$ cat config.mk
export PLATFORM = sky130hd
export DESIGN_NAME = irq_sequencer_flat
export DESIGN_NICKNAME = d
export VERILOG_FILES = /design/src/rtl/irq_sequencer_pkg.sv /design/src/rtl/irq_sequencer_if.sv /design/src/rtl/irq_prio_enc.sv /design/src/rtl/irq_sequencer.sv /design/src/flat_wrapper.sv
export SDC_FILE = /design/constraint.sdc
export NUM_CORES = 1
export LEC_CHECK = 0
export CORE_MARGIN = 2
export CORE_UTILIZATION = 34
export CTS_BUF_LIST = sky130_fd_sc_hd__clkbuf_8 sky130_fd_sc_hd__clkbuf_16
export DETAILED_ROUTE_END_ITERATION = 8
export DONT_BUFFER_PORTS = 1
export GPL_TIMING_DRIVEN = 0
export PLACE_DENSITY = 0.54
export SLEW_MARGIN = 20
export SYNTH_ARGS = -nofsm -noshare
export SYNTH_HDL_FRONTEND = slang
export SYNTH_HIERARCHICAL = 1
export SYNTH_SLANG_ARGS = --single-unit
export TNS_END_PERCENT = 30
$ cat constraint.sdc
create_clock -name clk -period 2.68 [get_ports clk]
set_clock_uncertainty 0.1 [all_clocks]
set_input_delay 0.134 -clock clk [delete_from_list [all_inputs] [get_ports clk]]
set_output_delay 0.134 -clock clk [all_outputs]
set_load 0.05 [all_outputs]
$ cat src/rtl/irq_sequencer_pkg.sv
// irq_sequencer_pkg: shared interrupt sequencer types, handler address and source indices
package irq_sequencer_pkg;
  typedef enum logic [1:0] {IDLE, ARMED, KERNEL} irq_state_t;
  localparam logic [31:0] HANDLER_ADDR = 32'h0000_0004;
  localparam int TIMER = 0;
  localparam int UART_RX = 1;
  localparam int UART_TX = 2;
  localparam int SWITCH = 3;
endpackage

$ cat src/rtl/irq_sequencer_if.sv
// irq_sequencer_if: peripheral request lines plus ID-stage control and redirect signals
interface irq_sequencer_if #(parameter int NSRC = 4, parameter int CW = $clog2(NSRC));
  logic [NSRC-1:0] irq_src, irq_en, irq_ack;
  logic id_valid, pipe_stall, eret;
  logic [31:0] pc_id;
  logic pc_redirect, flush_ifid, flush_idex, in_kernel;
  logic [31:0] pc_target, epc;
  logic [CW-1:0] cause;
  modport master (
    output irq_src, irq_en, id_valid, pipe_stall, pc_id, eret,
    input irq_ack, pc_redirect, pc_target, flush_ifid, flush_idex, epc, cause, in_kernel
  );
  modport slave (
    input irq_src, irq_en, id_valid, pipe_stall, pc_id, eret,
    output irq_ack, pc_redirect, pc_target, flush_ifid, flush_idex, epc, cause, in_kernel
  );
endinterface

$ cat src/rtl/irq_prio_enc.sv
// irq_prio_enc: lowest-index-wins priority encoder with one-hot and binary outputs
module irq_prio_enc #(parameter int N = 4, parameter int W = $clog2(N)) (
  input  logic [N-1:0] req,
  output logic [N-1:0] onehot,
  output logic [W-1:0] idx,
  output logic         valid
);
  assign onehot = req & (~req + N'(1));
  assign valid = |req;
  always_comb begin
    idx = '0;
    for (int i = N - 1; i >= 0; i--) idx = req[i] ? W'(i) : idx;
  end
endmodule

$ cat src/rtl/irq_sequencer.sv
// irq_sequencer: edge-latched interrupt take/return controller beside the hazard unit
module irq_sequencer #(
  parameter int          NSRC = 4,
  parameter logic [31:0] HANDLER_ADDR = irq_sequencer_pkg::HANDLER_ADDR,
  parameter int          CW = $clog2(NSRC)
) (
  input logic clk,
  input logic reset,
  irq_sequencer_if.slave bus
);
  import irq_sequencer_pkg::*;
  irq_state_t state;
  logic [NSRC-1:0] pend, src_q, sel_oh;
  logic [CW-1:0] sel;
  logic any_req, take, ret;
  irq_prio_enc #(.N(NSRC), .W(CW)) u_enc (
    .req(pend & bus.irq_en),
    .onehot(sel_oh),
    .idx(sel),
    .valid(any_req)
  );
  always_comb begin
    take = !reset && state == ARMED && bus.id_valid && !bus.pipe_stall && any_req;
    ret = !reset && state == KERNEL && bus.eret && bus.id_valid && !bus.pipe_stall;
    bus.pc_redirect = take || ret;
    bus.pc_target = take ? HANDLER_ADDR : ret ? bus.epc : '0;
    bus.flush_ifid = take || ret;
    bus.flush_idex = take;
    bus.irq_ack = take ? sel_oh : '0;
  end
  // a new edge on the same cycle as the ack re-sets the bit
  always_ff @(posedge clk) begin
    if (reset) begin
      state <= IDLE;
      pend <= '0;
      src_q <= '0;
      bus.epc <= '0;
      bus.cause <= '0;
      bus.in_kernel <= 1'b0;
    end else begin
      src_q <= bus.irq_src;
      pend <= (pend & ~bus.irq_ack) | (bus.irq_src & ~src_q);
      case (state)
        IDLE: state <= (any_req && !bus.in_kernel) ? ARMED : IDLE;
        ARMED: begin
          if (take) begin
            state <= KERNEL;
            bus.epc <= bus.pc_id;
            bus.cause <= sel;
            bus.in_kernel <= 1'b1;
          end else if (!any_req) state <= IDLE;
        end
        KERNEL: begin
          if (ret) begin
            state <= IDLE;
            bus.in_kernel <= 1'b0;
          end
        end
        default: state <= IDLE;
      endcase
    end
  end
endmodule

$ cat src/flat_wrapper.sv
// flat-port wrapper written by rule: the top's interface ports become plain ports
module irq_sequencer_flat import irq_sequencer_pkg::*;
#(
  parameter int          NSRC = 4,
  parameter logic [31:0] HANDLER_ADDR = irq_sequencer_pkg::HANDLER_ADDR,
  parameter int          CW = $clog2(NSRC)
)
  (clk, reset, bus_irq_src, bus_irq_en, bus_id_valid, bus_pipe_stall, bus_pc_id, bus_eret, bus_irq_ack, bus_pc_redirect, bus_pc_target, bus_flush_ifid, bus_flush_idex, bus_epc, bus_cause, bus_in_kernel);
  irq_sequencer_if #(.NSRC(NSRC), .CW(CW)) bus_i ();
  input logic clk;
  input logic reset;
  input wire logic [$bits(bus_i.irq_src)-1:0] bus_irq_src;
  input wire logic [$bits(bus_i.irq_en)-1:0] bus_irq_en;
  input wire logic [$bits(bus_i.id_valid)-1:0] bus_id_valid;
  input wire logic [$bits(bus_i.pipe_stall)-1:0] bus_pipe_stall;
  input wire logic [$bits(bus_i.pc_id)-1:0] bus_pc_id;
  input wire logic [$bits(bus_i.eret)-1:0] bus_eret;
  output wire logic [$bits(bus_i.irq_ack)-1:0] bus_irq_ack;
  output wire logic [$bits(bus_i.pc_redirect)-1:0] bus_pc_redirect;
  output wire logic [$bits(bus_i.pc_target)-1:0] bus_pc_target;
  output wire logic [$bits(bus_i.flush_ifid)-1:0] bus_flush_ifid;
  output wire logic [$bits(bus_i.flush_idex)-1:0] bus_flush_idex;
  output wire logic [$bits(bus_i.epc)-1:0] bus_epc;
  output wire logic [$bits(bus_i.cause)-1:0] bus_cause;
  output wire logic [$bits(bus_i.in_kernel)-1:0] bus_in_kernel;
  assign bus_i.irq_src = bus_irq_src;
  assign bus_i.irq_en = bus_irq_en;
  assign bus_i.id_valid = bus_id_valid;
  assign bus_i.pipe_stall = bus_pipe_stall;
  assign bus_i.pc_id = bus_pc_id;
  assign bus_i.eret = bus_eret;
  assign bus_irq_ack = bus_i.irq_ack;
  assign bus_pc_redirect = bus_i.pc_redirect;
  assign bus_pc_target = bus_i.pc_target;
  assign bus_flush_ifid = bus_i.flush_ifid;
  assign bus_flush_idex = bus_i.flush_idex;
  assign bus_epc = bus_i.epc;
  assign bus_cause = bus_i.cause;
  assign bus_in_kernel = bus_i.in_kernel;
  irq_sequencer #(.NSRC(NSRC), .HANDLER_ADDR(HANDLER_ADDR), .CW(CW)) u_core (.clk(clk), .reset(reset), .bus(bus_i));
endmodule
==> out/metrics.csv <==
metric,value,unit
Synth Net Count,300,
setup TNS,-13.8,ps
Core ar.,5960,um2
antenna diode count,0,
"antenna viol nets, final",0,
"EDFF count, synth",0,
total track usage,0.181,
"commonest cells after routing, fill and taps aside","dfxtp_1, a21oi_1, dlygate4sd3_1",
HP Class,primary input to register,
"Clk pin slew, worst setup/hold paths",80,ps
synthesized area per cell,8.30,um2
fin crit share,1.01,
"Clk Latency, worst-skew pair",290,ps
H-tree Lvls,2,
area of the die,6870,um2
root buf cell,clkbuf_8,
initial core utilization,0.355,
nets,349,
vias in the first global route,2012,
YS warnings,6,
Worst Path Arrival,2460,ps
Max Freq,371,MHz
Total Routed Length,6020,um
failing checks,setup timing,
DRC,0,
via count of the routed design,1972,
post-synth top area share,0.426,
ys flop type,dfxtp_1,
Area contributors post-synth,"dfxtp_1, and2_1, a21oi_1, nand3_1, o21ai_0",
synth unique cells,27,
Syn Std Cell Area,2120,um2
max-capacitance violation count,0,
Setup crit start kind,register,
critical path type,register to primary output,
Period minus WS final,2690,ps
# IOs,119,
Die Y-Extent,82.9,um
crit end category,primary output,
hold slack,18.4,ps
average wire per standard cell,15.8,um
Final Worst Setup Slack,-13.8,ps
HPWL Detailed,4130,um
"Max FO, Critical Path",3,
Synth Register Bits,45,
Leak,1.04,nW
post-synthesis sequential area ratio,0.426,
number of rows created at floorplan,28,
global-route wire length before repair,10100,um
Least-Margin Pin Slew,574,ps
Final Max Slew Viols,0,
ys async rst share,0,
CTS max path bufs,2,
Mapped Cells,255,
Slew Limit Headroom,0.617,
chip width,82.9,um
CTS tree,built,
pwr/cell area,512,nW/um2
run status,finished with violations,
final setup vio count,1,
1st-iter DRT viols,67,
Final Wtd Congestion,0.760,
CTS buffer count,5,
initial antenna violation count,0,
I/O Buffers,0,
filler cell count,604,
area delta synth->final,30.8,%
1st-pass router iterations,4,
largest net degree at the start of global routing,14,
CTS sink cnt,45,
"commonest non-fill, non-tap cell in the layout",dfxtp_1,
Fin. Hold Viols,0,
proportion of layout cells with a drive suffix above 1,0.144,
via/cell ratio,5.19,
Max rail drop VDD,0.000356,V
Required @ worst endpoint,2450,ps
largest area contributor in the netlist,dfxtp_1,
GR Overflow Total,0,
RSZ-0062 raised after global routing,true,
## flip-flops by register name (all words and copies together), names as in the netlist
register              count
u_core/pend               4
u_core/bus.epc           32
u_core/bus.in_kernel      1
u_core/src_q              4
u_core/state              2
u_core/bus.cause          2
## Yosys cell counts (6+ instances only)
master    number
a21oi_1       37
and2_1        35
buf_2          7
buf_6          9
clkbuf_1       6
dfxtp_1       45
inv_1          7
nand2b_1       6
nand3_1       34
o21ai_0       30
o21ai_1        6
## per-stage QoR
step                      std cells  worst slack, ps  power (mW)   util  instance area [um2]
after floorplan                 255              213       0.816      -                 2120
final                           380            -13.8        1.42  0.465                 2770
after global routing            380            -92.0        1.49  0.465                 2770
after detailed placement        330             45.5       0.849  0.371                 2210
after CTS                       378            -57.4        1.44  0.462                 2750
after global placement          330             35.4       0.848  0.371                 2210
## what timing repair did
| item | 4_1_cts | 5_1_grt |
|---|---|---|
| setup endpoints to repair | 2 | 1 |
| hold buffers | 36 | 0 |
| endpoints found under the hold margin | 38 | 0 |
| setup buffers | 4 | 2 |
| resized for setup | 13 | 1 |
| pin swaps | 4 | 3 |
## worst paths after layout
check / start / to / slack [ps] / cells after the start
max: u_core/pend[0] / bus_pc_redirect / -10 / 7
min reg2reg: u_core/src_q[1] / u_core/pend[1] / 370 / 2
max reg2reg: u_core/pend[0] / u_core/pend[2] / 240 / 8
min: bus_eret / u_core/state[1] / 20 / 3
## routing by layer
| layer | track usage | up-vias | part of all wire |
|---|---|---|---|
| met5 | 0 | - | 0 |
| met4 | 0.0492 | 0 | 0.010 |
| met3 | 0.0577 | 6 | 0.079 |
| met2 | 0.287 | 88 | 0.45 |
| met1 | 0.237 | 906 | 0.46 |
| li1 | - | 972 | - |
## area by class of cell
cell class	count	area [um2]	share of cell area
multi-input cells	177	1020	0.369
well taps	75	93.8	0.0339
plain buffers	26	196	0.0710
repair buffers	42	405	0.146
clock buffers	6	82.6	0.0298
flip-flops and latches	45	903	0.326
clock inverters	2	33.8	0.0122
inverters	7	30.0	0.0108
## worst max-delay path, cell delays in order (launching register included)
cell        delay [ps]
dfxtp_2            320
and2_4             130
or4_4              520
and3b_2            240
nand2_4             80
clkinvlp_4         260
or2_4              430
buf_8              170
## power breakdown
group	switching (mW)	internal [mW]
combinational	0.0932	0.0882
sequential	0.0275	0.685
clock	0.223	0.300
## cell families after synthesis
family / synth area share
buf+inv: 0.102
simple gates: 0.280
flops: 0.426
compound gates: 0.193
Note: power is estimated with default switching activity, not from simulation.
